--- src/rtl/cam_capture_ctrl.sv ---
// Frame-level capture sequencer for the OV7670 pixel path: gates datapath writes
// per frame (single-shot / continuous / frozen) and checks each frame's geometry.
module cam_capture_ctrl #(
  parameter int LINE_PX   = 320,
  parameter int NUM_LINES = 240,
  parameter int CW        = 16
) (
  input  logic        pclk,
  input  logic        rst,
  input  logic        vsync,
  input  logic        href,
  input  logic        cap_req,
  input  logic        cont_mode,
  input  logic        freeze,
  input  logic [2:0]  option,
  output logic        cap_en,
  output logic        busy,
  output logic        frame_done,
  output logic        frame_ok,
  output logic        err_sticky,
  output logic [7:0]  frame_cnt,
  output logic [15:0] leds
);

  localparam logic [2:0] S_IDLE    = 3'd0;
  localparam logic [2:0] S_ARM     = 3'd1;
  localparam logic [2:0] S_CAPTURE = 3'd2;
  localparam logic [2:0] S_EVAL    = 3'd3;
  localparam logic [2:0] S_HOLD    = 3'd4;

  localparam logic [CW-1:0] LINE_BYTES = CW'(2 * LINE_PX);
  localparam logic [CW-1:0] LINE_TOTAL = CW'(NUM_LINES);
  localparam logic [CW-1:0] CNT_MAX    = {CW{1'b1}};

  logic [2:0]    state;
  logic          pas_vsync;
  logic          pas_href;
  logic          pas_cap;
  logic [CW-1:0] byte_cnt;
  logic [CW-1:0] line_cnt;
  logic [CW-1:0] last_line_px;
  logic          bad_line;

  logic vs_fall;
  logic vs_rise;
  logic hr_rise;
  logic hr_fall;
  logic req;
  logic rearm;
  logic frame_good;

  assign vs_fall    = pas_vsync & ~vsync;
  assign vs_rise    = ~pas_vsync & vsync;
  assign hr_rise    = ~pas_href & href;
  assign hr_fall    = pas_href & ~href;
  assign req        = ~pas_cap & cap_req;
  assign rearm      = cont_mode & ~freeze;
  assign frame_good = (line_cnt == LINE_TOTAL) & ~bad_line;

  assign busy = (state == S_ARM) || (state == S_CAPTURE);

  function automatic logic [CW-1:0] sat_inc(input logic [CW-1:0] v);
    return (v == CNT_MAX) ? v : v + CW'(1);
  endfunction

  // frame_done is raised on the vs_rise edge so that it is high exactly during EVAL.
  always_ff @(posedge pclk) begin
    if (!rst) begin
      state        <= S_IDLE;
      pas_vsync    <= 1'b0;
      pas_href     <= 1'b0;
      pas_cap      <= 1'b0;
      byte_cnt     <= '0;
      line_cnt     <= '0;
      last_line_px <= '0;
      bad_line     <= 1'b0;
      cap_en       <= 1'b0;
      frame_done   <= 1'b0;
      frame_ok     <= 1'b0;
      err_sticky   <= 1'b0;
      frame_cnt    <= 8'd0;
      leds         <= 16'd0;
    end else begin
      pas_vsync  <= vsync;
      pas_href   <= href;
      pas_cap    <= cap_req;
      frame_done <= 1'b0;

      case (state)
        S_IDLE, S_HOLD: begin
          cap_en <= 1'b0;
          if (req || rearm) state <= S_ARM;
        end

        S_ARM: begin
          line_cnt <= '0;
          byte_cnt <= '0;
          bad_line <= 1'b0;
          cap_en   <= vs_fall;
          if (vs_fall) state <= S_CAPTURE;
        end

        S_CAPTURE: begin
          if (hr_rise) begin
            line_cnt <= sat_inc(line_cnt);
            byte_cnt <= CW'(1);
          end else if (href) begin
            byte_cnt <= sat_inc(byte_cnt);
          end
          // A line ending on the same edge as vs_rise is still checked before EVAL.
          if (hr_fall) begin
            last_line_px <= byte_cnt >> 1;
            if (byte_cnt != LINE_BYTES) bad_line <= 1'b1;
          end
          if (vs_rise) begin
            state      <= S_EVAL;
            cap_en     <= 1'b0;
            frame_done <= 1'b1;
          end
        end

        S_EVAL: begin
          frame_ok  <= frame_good;
          frame_cnt <= frame_cnt + 8'd1;
          if (!frame_good) err_sticky <= 1'b1;
          state <= rearm ? S_ARM : S_HOLD;
        end

        default: begin
          state  <= S_IDLE;
          cap_en <= 1'b0;
        end
      endcase

      case (option)
        3'd0:    leds <= {12'b0, err_sticky, frame_ok, busy, cap_en};
        3'd1:    leds <= 16'(line_cnt);
        3'd3:    leds <= 16'(last_line_px);
        3'd7:    leds <= {8'b0, frame_cnt};
        default: leds <= 16'd0;
      endcase
    end
  end

endmodule

--- config.mk ---
export PLATFORM = sky130hd
export DESIGN_NAME = cam_capture_ctrl
export DESIGN_NICKNAME = d
export VERILOG_FILES = /design/src/rtl/cam_capture_ctrl.sv
export SDC_FILE = /design/constraint.sdc
export NUM_CORES = 1
export LEC_CHECK = 0
export ABC_AREA = 1
export BUFFER_PORTS_ARGS = -buffer_cell sky130_fd_sc_hd__buf_2
export CAP_MARGIN = 20
export CORE_AREA = 2 2 91 93
export DETAILED_ROUTE_END_ITERATION = 7
export DIE_AREA = 0 0 93 95
export PLACE_DENSITY_LB_ADDON = 0.05
export SLEW_MARGIN = 20
export SYNTH_ARGS = -nofsm -noshare
export SYNTH_HDL_FRONTEND = slang
export SYNTH_SLANG_ARGS = --single-unit
--- constraint.sdc ---
create_clock -name pclk -period 1.5 [get_ports pclk]
set_clock_uncertainty 0.15 [all_clocks]
set_input_delay 0.075 -clock pclk [delete_from_list [all_inputs] [get_ports pclk]]
set_output_delay 0.075 -clock pclk [all_outputs]
set_load 0.02 [all_outputs]
## Yosys cells after proc, flatten, opt, wreduce, memory -nomap -nowiden

Cells that the tools add are included.

| operators by class | value |
|---|---|
| $add $sub $neg | 3 |
| multipliers | 0 |
| divide/modulo/power cells | 0 |
| order comparisons | 0 |
| eq/ne operators | 20 |
| shift-type cells | 0 |
| mux-type cells | 19 |
| bitwise gates (word level) | 16 |
| reduce and logical (&&, ||, !) cells | 14 |

Operator list:

| cell | count |
|---|---|
| two-way mux 16 bit | 5 |
| one-hot mux 16 bit (2 select lines) | 2 |
| one-hot mux 16 bit (4 select lines) | 1 |
| adder 16 x 1 -> 16 bit, second input constant | 2 |
| == test 16 bit, second input constant | 2 |
| == test 16 x 8 -> 1 bit, second input constant | 1 |
| != test 16 x 10 -> 1 bit, second input constant | 1 |
| two-way mux 3 bit | 4 |
| != test 2 bit, second input constant | 6 |
| one-hot mux 3 bit (4 select lines) | 1 |
| AND reduction 3 bit | 4 |
| == test 3 x 2 -> 1 bit, second input constant | 3 |
| NOT 1 bit | 9 |
| adder 8 x 1 -> 8 bit, second input constant | 1 |
| AND reduction 2 bit | 4 |
| bitwise AND 1 bit | 7 |
| == test 3 x 1 -> 1 bit, second input constant | 2 |
| == test 3 bit, second input constant | 2 |
| logical NOT 3 bit | 2 |
| != test 3 bit, second input constant | 2 |
| two-way mux 1 bit | 4 |
| one-hot mux 1 bit (3 select lines) | 1 |
| logical OR 1 bit | 2 |
| != test 2 x 1 -> 1 bit, second input constant | 1 |
| 3 further kinds | 3 |

| storage, ports and cells | value |
|---|---|
| register bits after elaboration | 82 |
| bits in latches | 0 |
| memory bits (writable) | 0 |
| memory bits (read-only) | 0 |
| memories | 0 |

## Longest topological paths before layout

Gate-level depths: netlist of run 1.

| depth | value |
|---|---|
| word-level depth | 5 |
| mapped depth | 11 |
| depth with buffers taken out | 11 |

## Least setup slack after synthesis of run 1

OpenSTA, ideal clock, no wires.

| path | value |
|---|---|
| kind | register -> register |
| from | reg line_cnt[0] |
| to | reg line_cnt[13] |
| library setup time | 0.128 ns |
| arrival time | 1.348 ns |
| setup slack | -0.126 ns |
| cell stages (with the launch flop) | 12 |
| path buffers | 1 |
| period minus slack after synthesis | 1.626 ns |
| cell sequence | dfxtp_1 > ha_1 > nand2_1 > nor2_2 > nand2_2 > nor2_4 > nand2_4 > nand2_4 > buf_6 > nor2_1 > nor2_1 > nor2_1 |

| on the way | value |
|---|---|
| word-level cells in the longest chain between the ends | 4 |
| elaborated cells between the ends (all ways) | 7 |
| classes of those cells | add/sub: 1; eq/ne: 2; mux: 3; reduce/logical: 1 |

Ends and longest elaborated chain:

| what | line | text |
|---|---|---|
| from (decl) | 40 | `logic [CW-1:0] line_cnt;` |
| from (signal assigned) | 105 | `line_cnt <= sat_inc(line_cnt);` |
| adder 16 x 1 -> 16 bit | 63 | `return (v == CNT_MAX) ? v : v + CW'(1);` |
| two-way mux 16 bit | 63 |  |
| two-way mux 16 bit | 104 | `if (hr_rise) begin` |
| one-hot mux 16 bit (2 select lines) | 89 | `case (state)` |

Several ways; a longest one is shown, not always the timed one. The select of a mux whose other input is x is not followed.
A chain may end at the register's enable or synchronous reset.

## Final worst setup path of run 1

| path | value |
|---|---|
| from | reg state[1] |
| to | reg byte_cnt[4] |

| on the way | value |
|---|---|
| word-level cells in the longest chain between the ends | 3 |
| elaborated cells between the ends (all ways) | 7 |
| classes of those cells | eq/ne: 4; mux: 1; reduce/logical: 2 |

Ends and longest elaborated chain:

| what | line | text |
|---|---|---|
| from (decl) | 35 | `logic [2:0] state;` |
| from (signal assigned) | 126 | `state <= rearm ? S_ARM : S_HOLD;` |
| == test 3 x 2 -> 1 bit or == test 3 x 1 -> 1 bit (tied branches) | 89 |  |
| != test 3 bit (no line) or nonzero test 2 bit (tied branches) | - |  |
| AND reduction 3 bit (no line) | - |  |
| to (signal assigned) | 108 | `byte_cnt <= sat_inc(byte_cnt);` |
| to (decl) | 39 | `logic [CW-1:0] byte_cnt;` |

Several ways; a longest one is shown, not always the timed one.

==> summary by stage, run 1 <==
Synth
The share of the Yosys chip area taken by registers is 40.4%. The most used flip-flop cell after synthesis is sky130_fd_sc_hd__dfxtp_1. Counting every net in the synthesized netlist gives 618.

The share of the synthesized area in compound gates (AO/OA/AOI/OAI) is 14.3%. Of the total synthesized cell area, the portion taken by XOR and XNOR cells is 1.94%. The synthesized design devotes to its leading area cell type 40.4% of total area. The largest area contributor in the synthesized netlist is sky130_fd_sc_hd__dfxtp_1. The adder and majority cell fraction of the synthesized area is 1.54%. In the synthesized netlist the async set-or-reset flop fraction comes to 0%. By area the synthesized netlist is led by sky130_fd_sc_hd__dfxtp_1, sky130_fd_sc_hd__nand2_1, sky130_fd_sc_hd__inv_1. Of the post-synthesis cell area, the part taken by muxes is 0%. The number of register bits inferred by synthesis is 82. In the synthesized netlist, the cells that appear most often are sky130_fd_sc_hd__nand2_1, sky130_fd_sc_hd__dfxtp_1, sky130_fd_sc_hd__inv_1. Summing every instance area after synthesis gives 0.00407 mm^2. The number of distinct library cells after synthesis is 39.

The synthesized-area fraction occupied by and/or/nand/nor cells is 32.1%. The gate count after technology mapping is 603. After synthesis, the mean cell area works out to 6.74 um^2. Yosys printed 0 warnings. The number of enable flip-flop cells after synthesis is 0. In the post-synthesis netlist, the cell with the most instances is sky130_fd_sc_hd__nand2_1. The largest family of logic cells by synthesized area is simple AND/OR/NAND/NOR gates.

Timing
Setup violations remaining at the end of the flow were counted as 45. The final critical path takes up 113% of the cycle. After layout, the worst setup slack is -195 ps. The slew at the pin closest to its max-slew limit is 456 ps.

The final count of pins violating max slew is 0. The maximum clock rate is 590 MHz. The headroom to the max-slew limit is 69.5%. The smallest clock period supported by the final layout is computed as 1700 ps.

Setup repair after global routing could not meet its margin everywhere. The final count of hold timing violations was 0.

Floorplanning
The number of placement rows is 33. After floorplanning, the core was sized to cover 0.00793 mm^2. For this configuration, the core starts out at a cell density of 51.3%.

The die covers 0.00884 mm^2. The number of ports placed on the die boundary is 39. Measured along the x axis, the die boundary spans 93 um. The die is 95 um tall.

Status
The final reports fail on negative setup slack. The flow ran to the end, but the final reports show violations.

Critical path
On the critical path, the stage with the largest delay is an instance of sky130_fd_sc_hd__dfxtp_2. On the worst path, the slowest cell contributes a delay of 370 ps. The startpoint type of the worst setup path is a flop.

Of all nets on the critical path, the largest fanout is 6. By instance count, the cell type seen most on the critical path is sky130_fd_sc_hd__nand2_2. The signal on the critical path passes through inv_2 -> nor2_4 -> buf_4 -> nand3_4 -> nor2_2 -> nand2_2 -> nand2_4 -> buf_6 -> nand2_2 -> a21oi_2.

At the worst endpoint, the arrival time is 1850 ps. The critical path is of the reg2reg type. The critical path required time is 1650 ps. The critical path endpoint category is a flop.

Cells and area
The footprint of the multi-input gates is 0.00246 mm^2. The area growth from synthesis to layout is 47.9%. The fill cell instance count of the final layout is 598. The fraction of final layout cells sized beyond drive strength 1 is 37.1%.

The total inserted antenna cells is 0. After the last flow step, the layout net total stands at 770. In the final layout, flip-flops and latches occupy 0.00166 mm^2.

Detailed routing
In the routed design, unresolved DRC markers number 0. The number of search-and-repair iterations in the first detailed-routing pass is 5. After detailed routing, the number of vias per cell comes to 5.28. The first routing iteration left 270 violations. Dividing the detail-routed wire length by the instance count gives 15.0 um. The number of antenna-violating nets in the routed design is 0. The routed layout has 4,571 vias. After detailed routing, the total wire length is 13.0 mm.

Global routing
For this run the aggregate overflow at the end of global routing stands at 0. The wire length of the first global-routing pass is 20.6 mm. The initial antenna violation count came to 0. The total routing usage reported by global routing is 29.8%. The number of global-route vias before repair is 4,388. Entering global routing, the biggest net connects 49 pins.

Flow run
Across the run, the number of max-cap violations was 0.

Clock tree
The root buffer cell is sky130_fd_sc_hd__clkbuf_8. The number of H-tree levels is 3. TritonCTS built the clock tree.

TritonCTS created 9 clock buffers. After clock tree synthesis, the clock-pin slew on the worst setup and hold paths is 100 ps. Clock tree synthesis found a total of 82 sinks. No sink is reached through more buffers than the 2 on the longest clock path.

The clock latency on the worst-skew pair is 370 ps.

Hold path
The path class of the lowest-slack min-delay path is in2reg.

Placed design
The worst setup timing slack at the placement stage is -307 ps. Once detailed placement completed, the half-perimeter wirelength came to 8.62 mm. The count of port buffers added during placement is 38. The congestion estimate from routability-driven global placement came to 0.949.

Pwr
The total power after layout is 6.63 mW. The total leakage power is 2.60 nW. Across the VDD grid, the largest voltage drop is 0.789 mV. In this run the power density over the cells is 1100 mW/mm^2.
[metal layers]
layer	GRT usage (%)	vias to the layer above	wire (um)
met5	0	-	0
met1	35.7	2161	5420
met4	14.2	0	449
li1	-	2259	-
met2	52.8	118	6580
met3	3.83	33	523
[path summary, 6_finish.rpt]
| path | from | end | slack, ps | cells past startpoint |
|---|---|---|---|---|
| max | state[1]$_SDFFE_PN0P_ | byte_cnt[4]$_SDFFE_PN0P_ | -200 | 10 |
| min | option[2] | leds[1]$_SDFF_PN0_ | 10 | 5 |
| max reg2reg | state[1]$_SDFFE_PN0P_ | byte_cnt[4]$_SDFFE_PN0P_ | -200 | 10 |
| min reg2reg | last_line_px[12]$_SDFFE_PN0P_ | leds[12]$_SDFF_PN0_ | 320 | 2 |
[metrics by stage]
| step | util [%] | instances | area [um^2] | setup TNS, ps | hold WS, ps |
|---|---|---|---|---|---|
| 2_1_floorplan | - | 603 | 4120 | -576 | 18.5 |
| 3_3_place_gp | 64.1 | 824 | 5080 | -5100 | 116 |
| 3_5_place_dp | 64.1 | 824 | 5080 | -6890 | 127 |
| 4_1_cts | 74.1 | 861 | 5880 | -2680 | 7.84 |
| 5_1_grt | 75.9 | 865 | 6010 | -9410 | 35.6 |
| 6_report | 75.9 | 865 | 6010 | -5350 | 14.4 |
[cell families (layout without fill, tap and decap cells)]
group | count (synthesis) | count (layout)
and+or+nand+nor | 302 | 303
xor gates and xnor gates | 9 | 9
DFF | 82 | 82
buffers and inverters | 98 | 254
AOI/OAI and AO/OA | 107 | 107
adders and majority gates | 5 | 5
[critical path, delay by kind of cell, from the launching register on]
kind	cells	cell delay [ps]
and+or+nand+nor	6	620
AOI/OAI and AO/OA	1	140
buffers and inverters	3	340
DFF	1	370
[registers in the layout, summed over array words and instances (netlist names), 3 cells and up]
signal and flops:
state 3, byte_cnt 16, leds 16, frame_cnt 8
last_line_px 15, line_cnt 16
[layout make-up]
cell class	instances	area share [%]
inverter	80	5.33
multi-input combinational	424	41.0
clock buffer	9	2.06
clock inverter	7	1.39
sequential	82	27.6
tap	105	2.18
timing repair buffer	158	20.5
[cell usage in the layout (no fill, tap or decap), types with 7 or more instances in the layout]
cell type and n:
sky130_fd_sc_hd__clkbuf_8 9, sky130_fd_sc_hd__nand4_1 12, sky130_fd_sc_hd__nand3_1 33, sky130_fd_sc_hd__o21ai_0 19, sky130_fd_sc_hd__nor2_2 11, sky130_fd_sc_hd__inv_1 66
sky130_fd_sc_hd__a21oi_2 9, sky130_fd_sc_hd__o21ai_1 15, sky130_fd_sc_hd__nand2_1 124, sky130_fd_sc_hd__buf_6 11, sky130_fd_sc_hd__nand2_2 16, sky130_fd_sc_hd__nand2_4 11
sky130_fd_sc_hd__a21oi_1 41, sky130_fd_sc_hd__inv_2 8, sky130_fd_sc_hd__dfxtp_1 73, sky130_fd_sc_hd__nand3_2 10, sky130_fd_sc_hd__nor2_4 14, sky130_fd_sc_hd__nor2_1 56
sky130_fd_sc_hd__dfxtp_2 7, sky130_fd_sc_hd__buf_2 37, sky130_fd_sc_hd__o21ai_2 9, sky130_fd_sc_hd__buf_4 99
[power by group]
| part | total (mW) | leakage [nW] | internal [mW] | switching, mW |
|---|---|---|---|---|
| sequential | 2.35 | 0.667 | 2.26 | 0.0818 |
| combinational | 2.56 | 1.83 | 1.07 | 1.49 |
| clock | 1.73 | 0.102 | 0.799 | 0.934 |
[timing repair]
| item | CTS | global route |
|---|---|---|
| hold buffers | 6 | 0 |
| pin swaps | 41 | 18 |
| gates resized for setup | 112 | 41 |
| endpoints found under the setup margin | 61 | 59 |
| setup buffers | 16 | 4 |
| gates cloned | 3 | 0 |
| hold endpoints to repair | 8 | 0 |
Note: power is estimated with default switching activity, not from simulation.
==> run 2: changes to the inputs <==
--- a/config.mk
+++ b/config.mk
@@ -5,7 +5,6 @@
 export SDC_FILE = /design/constraint.sdc
 export NUM_CORES = 1
 export LEC_CHECK = 0
-export ABC_AREA = 1
 export BUFFER_PORTS_ARGS = -buffer_cell sky130_fd_sc_hd__buf_2
 export CAP_MARGIN = 20
 export CORE_AREA = 2 2 91 93
==> run 2 against run 1 <==
  * The run still ends with negative setup slack left
  * Final cell count decreased by 11%
  * Die area unchanged
  * Final area rose by 7.8%
  * Critical path depth shrank 4
  * Global-route usage rose by 1.7 points
  * Combinational power is 10% lower
  * Via count rose by 0.37%
  * Setup slack lost 240 ps
  * Sequential share of layout area is 1.3 points lower
  * Wire length up 8.4%
==> summary by stage, run 2 <==
Floorplanning
The die width is 93 um. 39 I/O pins were placed. The overall die area is 0.00884 mm^2. The core region is 0.00793 mm^2.

The effective utilization at floorplan is 51.4%. The number of placement rows is 33. The die extent in y is 95 um.

Synth
The number of register bits inferred by synthesis is 82. After synthesis, the most frequently instantiated cells are sky130_fd_sc_hd__dfxtp_1, sky130_fd_sc_hd__nor2_1, sky130_fd_sc_hd__nand2_1. The most used flip-flop cell after synthesis is sky130_fd_sc_hd__dfxtp_1. The most numerous cell in the Yosys netlist is sky130_fd_sc_hd__dfxtp_1.

The gate count after technology mapping is 484. The number of distinct library cells after synthesis is 59. The summed instance area of the synthesized netlist is 0.00408 mm^2. The average instance in the mapped netlist occupies 8.42 um^2.

Yosys attributes the largest share of cell area to sky130_fd_sc_hd__dfxtp_1, sky130_fd_sc_hd__mux2i_1, sky130_fd_sc_hd__nor2_1. The number of enable flip-flop cells after synthesis is 0. The post-synthesis sequential area ratio is 40.3%.

The Yosys step of the flow raised 0 warnings. The top cell type's share of synthesized area is 40.3%. The largest area contributor in the synthesized netlist is sky130_fd_sc_hd__dfxtp_1.

The number of nets in the synthesized netlist is 499. After synthesis, the share of flip-flops with an asynchronous set or reset is 0%.

Timing
The share of the clock period used by the worst path after layout is 129%. The clock period minus worst slack is 1930 ps. At the pin with the least slew margin, the transition time is 365 ps.

The final count of hold timing violations is 0. The final critical-path setup slack is -431 ps. The final-report setup violation count is 62.

The final count of pins violating max slew is 0. Setup repair after global routing could not meet its margin everywhere. The headroom to the max-slew limit is 75.4%.

For this run, the top clock speed supported by timing is 518 MHz.

Cells and area
The fraction of final layout cells sized beyond drive strength 1 is 47.9%. The repair_antennas step left the layout with diodes totalling 0. The largest registers in the layout are byte_cnt x16, leds x16, line_cnt x16.

The area growth from synthesis to layout is 59.1%. The net count of the finished layout is 676. The library cells used most frequently in the layout, excluding fill and tap cells, are sky130_fd_sc_hd__buf_4, sky130_fd_sc_hd__dfxtp_1, sky130_fd_sc_hd__nor2_1.

The leading cell type in the layout, fill and taps excluded is sky130_fd_sc_hd__buf_4. For this run, the share of the core covered by cells in the final layout is 81.8%.

Global routing
For this run the aggregate overflow at the end of global routing stands at 0. The number of global-route vias before repair was 4,393. Entering global routing, the biggest net connects 19 pins. The initial antenna violation count is 0. Across every metal layer, demand over resource in global routing totals 31.4%.

The wire length of the first global-routing pass is 21.8 mm.

Placed design
The count of port buffers added during placement is 38. Detailed placement ended at an HPWL of 9.12 mm. At the end of routability-driven placement, the weighted congestion stood at 0.907. The worst setup timing slack at the placement stage is -434 ps.

Detailed routing
The count of routing violations after the opening detailed-route iteration is 278. The count of nets left with antenna violations once routing finished came out at 0. The post-detailed-routing wire length is 14.1 mm. Detailed routing inserted a total of 4,588 vias.

The average wire per standard cell is 18.2 um. The routed via count divided by cell count is 5.95. For this run, the detailed router's first-pass iteration total came to 8. In the routed design, unresolved DRC markers number 0.

Critical path
Of all nets on the critical path, the largest fanout is 7. The critical path endpoint category is a flop. The critical path required time is 1640 ps. The setup slack on the worst flop-to-flop path is -430 ps.

The arrival time at the worst endpoint is 2070 ps. The startpoint type of the worst setup path is a flop. The setup path with the least slack is of type reg2reg.

Clock tree
The register clock-pin slew on the reported worst setup and hold paths is 80 ps. The number of CTS-inserted buffers is 9. The number of H-tree levels is 3. The clock tree from TritonCTS is yes. For the worst-skew pair, the clock arrives at the later sink with an insertion delay of 350 ps. The clock net in this run drives a total of 82 sinks. The buffer depth of the longest clock path is 2. The root buffer cell is sky130_fd_sc_hd__clkbuf_8.

Status
The final reports fail on negative setup slack. The flow ran to the end, but the final reports show violations.

Pwr
The power per cell area is 984 mW/mm^2. The peak supply drop is 0.859 mV. Summing internal, switching and leakage power gives 6.38 mW.

The total leakage power is 2.76 nW.

Flow run
The number of maximum-capacitance constraint violations is 0.

Hold path
The worst hold path belongs to the class in2reg.
==> run 2: changes by cell type after synthesis, moves of 12 or more <==
cell / before / now
sky130_fd_sc_hd__clkbuf_1: 6 / 23
sky130_fd_sc_hd__nand3_1: 45 / 19
sky130_fd_sc_hd__o21ai_0: 40 / 16
sky130_fd_sc_hd__mux2i_1: 0 / 34
sky130_fd_sc_hd__nand2_1: 145 / 40
sky130_fd_sc_hd__nor2_1: 74 / 53
sky130_fd_sc_hd__nor4_1: 2 / 14
sky130_fd_sc_hd__a21oi_1: 47 / 26
sky130_fd_sc_hd__a31oi_1: 1 / 20
sky130_fd_sc_hd__inv_1: 75 / 11
==> run 2: layout make-up <==
type | count | area [um^2]
Multi-Input combinational cell | 354 | 2830
Sequential cell | 82 | 1700
Timing Repair Buffer | 203 | 1580
Fill cell | 487 | 1440
Clock buffer | 11 | 131
Tap cell | 105 | 131
Clock inverter | 5 | 78.8
Inverter | 11 | 41.3
==> run 2: stage by stage <==
| step | hold WS [ps] | area (um^2) | instances | setup TNS [ps] |
|---|---|---|---|---|
| final | 98.7 | 6480 | 771 | -13030 |
| after detailed placement | 152 | 5370 | 714 | -12670 |
| after global placement | 148 | 5370 | 714 | -10960 |
| after floorplan | 46.7 | 4330 | 484 | -9050 |
| after CTS | 74.7 | 6230 | 763 | -10090 |
| after global routing | 101 | 6480 | 771 | -17140 |
==> run 2: worst paths after layout <==
path | from | end | cells past startpoint
setup / recovery | state[0]$_SDFFE_PN0P_ | byte_cnt[4]$_SDFFE_PN0P_ | 6
hold / removal | rst | frame_done$_SDFF_PN0_ | 5
setup reg to reg | state[0]$_SDFFE_PN0P_ | byte_cnt[4]$_SDFFE_PN0P_ | 6
hold reg to reg | bad_line$_SDFFE_PN0P_ | bad_line$_SDFFE_PN0P_ | 2
==> run 2: critical path: stages, from the launching register on <==
cell	delay, ps
sky130_fd_sc_hd__dfxtp_4	400
sky130_fd_sc_hd__or3b_4	410
sky130_fd_sc_hd__buf_6	140
sky130_fd_sc_hd__a211oi_4	300
sky130_fd_sc_hd__buf_6	180
sky130_fd_sc_hd__and3_1	180
sky130_fd_sc_hd__a31o_2	120
==> run 2: layer usage <==
metal  GRT usage [%]  routed length [um]
met1            39.8                5810
met2            52.9                6890
met3            6.15                 836
met4            12.3                 524
met5               0                   0
==> run 2: cell families after synthesis <==
logic type | Yosys count | share of synthesized area [%]
flops | 82 | 40.3
mux | 34 | 8.35
compound gates | 109 | 17.8
fa+ha+maj | 5 | 1.53
simple gates | 201 | 26.1
xor+xnor | 5 | 1.07
buf+inv | 48 | 4.88
==> run 2: power by group <==
part	switching [mW]	leakage [nW]	total (mW)	internal (mW)
Sequential	0.0886	0.678	2.34	2.25
Clock	0.800	0.107	1.74	0.937
Combinational	1.14	1.97	2.30	1.16
==> run 2: repair_timing <==
action,in CTS,in global routing
pin swaps,45,16
setup buffers,26,9
gates cloned,1,0
gates resized for setup,81,39
hold endpoints to repair,10,0
setup endpoints to repair,59,69
hold buffers,8,0
==> run 3: changes to the inputs <==
--- a/config.mk
+++ b/config.mk
@@ -5,11 +5,13 @@
 export SDC_FILE = /design/constraint.sdc
 export NUM_CORES = 1
 export LEC_CHECK = 0
+export ABC_AREA = 1
 export BUFFER_PORTS_ARGS = -buffer_cell sky130_fd_sc_hd__buf_2
 export CAP_MARGIN = 20
 export CORE_AREA = 2 2 91 93
 export DETAILED_ROUTE_END_ITERATION = 7
 export DIE_AREA = 0 0 93 95
+export HOLD_SLACK_MARGIN = 0.12
 export PLACE_DENSITY_LB_ADDON = 0.05
 export SLEW_MARGIN = 20
 export SYNTH_ARGS = -nofsm -noshare
==> run 3 against run 2 <==
  * The flow still finishes with violations (negative setup slack)
  * Sequential cell count is the same
  * Final area shrank 4.6%
  * First-iteration DRC count grew 29%
  * Critical path depth grew 4
  * Critical path type unchanged
  * Highest routed layer unchanged
==> summary by stage, run 3 (synthesis results as in run 1) <==
Critical path
The worst setup path is launched from a flop. Data on the critical path is required at its endpoint by 1660 ps. The critical path's slowest cell is sky130_fd_sc_hd__dfxtp_2. The critical setup path kind is reg2reg. The number of stages on the worst setup path is 10. The largest single stage delay on the critical path is 380 ps. The critical path endpoint category is a flop. The startpoint identified for the worst register-to-register timing path is state[1]$_SDFFE_PN0P_.

The largest fanout of any net on the critical path is 6. The family of cells with the greatest summed delay on the critical path is simple AND/OR/NAND/NOR gates. The setup slack on the worst flop-to-flop path is -260 ps. The last element of the critical path is byte_cnt[4]$_SDFFE_PN0P_.

Data on the critical path arrives at its endpoint at 1930 ps. The critical path starts at state[1]$_SDFFE_PN0P_. Counting both buffers and inverters, the worst setup path holds a total of 3. The worst register-to-register path has a depth of 10. In this run the critical register-to-register path is captured at byte_cnt[4]$_SDFFE_PN0P_.

Traced cell by cell, the critical path runs through inv_2 -> nor2_4 -> buf_4 -> nand3_4 -> nor2_4 -> nand2_2 -> nand2_4 -> buf_6 -> nand2_2 -> a21oi_2.

Placed design
At the end of routability-driven placement, the weighted congestion stood at 0.949. The wire-length estimate of the detail-placed layout is 8.62 mm. The count of buffers added on input and output ports is 38. The number of placed cells counting well taps is 824. Summing all placed instances gives a cell area of 0.00508 mm^2. The worst setup timing slack at the placement stage is -307 ps.

Hold path
The tightest min-delay check is of the in2reg type. The worst hold path depth is 4.

Timing
Summed over all failing endpoints, the final setup total negative slack is -8110 ps. The maximum clock rate is 567 MHz. Once routing completed, OpenROAD measured the worst setup slack at -265 ps.

The clock period minus worst slack is 1760 ps. The final count of pins violating max slew is 0. The worst hold margin is 29.9 ps. The slew at the pin closest to its max-slew limit is 419 ps. The final count of hold timing violations is 0. Setup repair after global routing could not meet its margin everywhere. Setup violations remaining at the end of the flow were counted as 47.

In this run the tightest slew margin relative to its limit is 72.1%. The share of the clock period used by the worst path after layout is 118%.

Cells and area
The largest registers in the layout are byte_cnt x16, leds x16, line_cnt x16. The final non-filler cell area is 0.00619 mm^2. The fill cell instance count of the final layout is 552. Of the cells placed in the final design, the portion with a size suffix greater than 1 is 38.5%. The count of placed standard cells in the final layout, fillers left out is 874. Across the whole layout, storage elements account for 0.00166 mm^2.

The total inserted antenna cells is 0. The multi-input combinational cells in the finished layout cover a total of 0.00254 mm^2. The library cell used most frequently in the layout, excluding fill and tap cells, is sky130_fd_sc_hd__nand2_1. After the last flow step, the layout net total stands at 779. The signed area change from the synthesized netlist to the final layout is 52.2%. Once layout is complete, the utilization of the core stands at 78.1%. In the layout the commonest cells are sky130_fd_sc_hd__nand2_1, sky130_fd_sc_hd__buf_4, sky130_fd_sc_hd__dfxtp_1.

Global routing
The initial antenna violation count is 0. The number of global-route vias before repair came to 4,433. The maximum number of pins on one net before global-route repair is 49. Global routing finished with a remaining overflow of 0. The total routing usage reported by global routing is 29.8%.

The first global-routing pass estimated 20.6 mm of wire.

Clock tree
In this run the number of H-tree levels came out at 3. For this design, the sink count on the clock tree is 82. TritonCTS built the clock tree.

After clock tree synthesis, the clock-pin slew on the worst setup and hold paths is 100 ps. The buffer depth of the longest clock path is 2. The number of CTS-inserted buffers is 9. The clock latency on the worst-skew pair is 370 ps. The root buffer cell is sky130_fd_sc_hd__clkbuf_8.

Detailed routing
The post-detailed-routing wire length is 14.3 mm. Dividing the detail-routed wire length by the instance count gives 16.4 um. The routed via count divided by cell count is 5.44.

The remaining routing DRC violations is 0. The number of search-and-repair iterations in the first detailed-routing pass is 5. For this block, the initial DRC count from the detailed router was 360.

The total vias in the final route is 4,758. The detail route stage leaves a number of antenna-violating nets equal to 0.

Floorplanning
Row generation in the floorplan step produced 33 rows. The core outline area is 0.00793 mm^2. The effective utilization at floorplan is 51.3%.

The die is 95 um tall. The overall die area is 0.00884 mm^2. The die width is 93 um. 39 I/O pins were placed.

Status
The run finished, with violations left. The final reports fail on negative setup slack.

Pwr
The total leakage power is 2.63 nW. The peak supply drop is 0.761 mV. The total power after layout is 6.86 mW. Dividing total power by cell area gives a power density of 1110 mW/mm^2.

Flow run
The tool flagged a number of max-cap violations equal to 0.
## run 3: worst min-delay path by stage
stage,startpoint,end,slack [ps]
6_report,rst,frame_cnt[1]$_SDFFE_PN0P_,30
4_1_cts,freeze,state[0]$_SDFFE_PN0P_,110
2_1_floorplan,cap_req,pas_cap$_SDFF_PN0_,20
5_1_grt,rst,frame_cnt[1]$_SDFFE_PN0P_,40
3_5_place_dp,vsync,pas_vsync$_SDFF_PN0_,130
3_3_place_gp,cap_req,pas_cap$_SDFF_PN0_,120
## run 3: worst register-to-register path: cells and delay by family, from the launching register on
kind / cells / cell delay [ps]
AOI/OAI and AO/OA: 1 / 130
buffers and inverters: 3 / 370
and+or+nand+nor: 6 / 690
DFF: 1 / 380
## run 3: per-layer routing
layer,vias up,routed length (um),GRT usage (%)
li1,2277,-,-
met1,2227,5520,35.2
met2,195,7200,52.9
met3,59,887,4.71
met4,0,718,14.1
met5,-,0,0
## run 3: layout make-up
| type | count | share of cell area, % |
|---|---|---|
| multi-input combinational | 424 | 41.0 |
| sequential | 82 | 26.8 |
| timing repair buffer | 167 | 21.5 |
| inverter | 80 | 5.24 |
| tap | 105 | 2.12 |
| clock buffer | 9 | 2.00 |
| clock inverter | 7 | 1.35 |
## run 3: report_power, final
| part | leakage (nW) | total, mW | switching [mW] | internal, mW |
|---|---|---|---|---|
| Combinational | 1.86 | 2.76 | 1.63 | 1.13 |
| Clock | 0.102 | 1.75 | 0.948 | 0.799 |
| Sequential | 0.667 | 2.35 | 0.0872 | 2.26 |
## run 3: what timing repair did
| item | in CTS | in global routing |
|---|---|---|
| hold buffers | 11 | 2 |
| gates cloned | 3 | 1 |
| pin swaps | 41 | 22 |
| setup buffers | 16 | 8 |
| resized for setup | 112 | 62 |
| endpoints found under the hold margin | 57 | 26 |
| endpoints found under the setup margin | 61 | 60 |
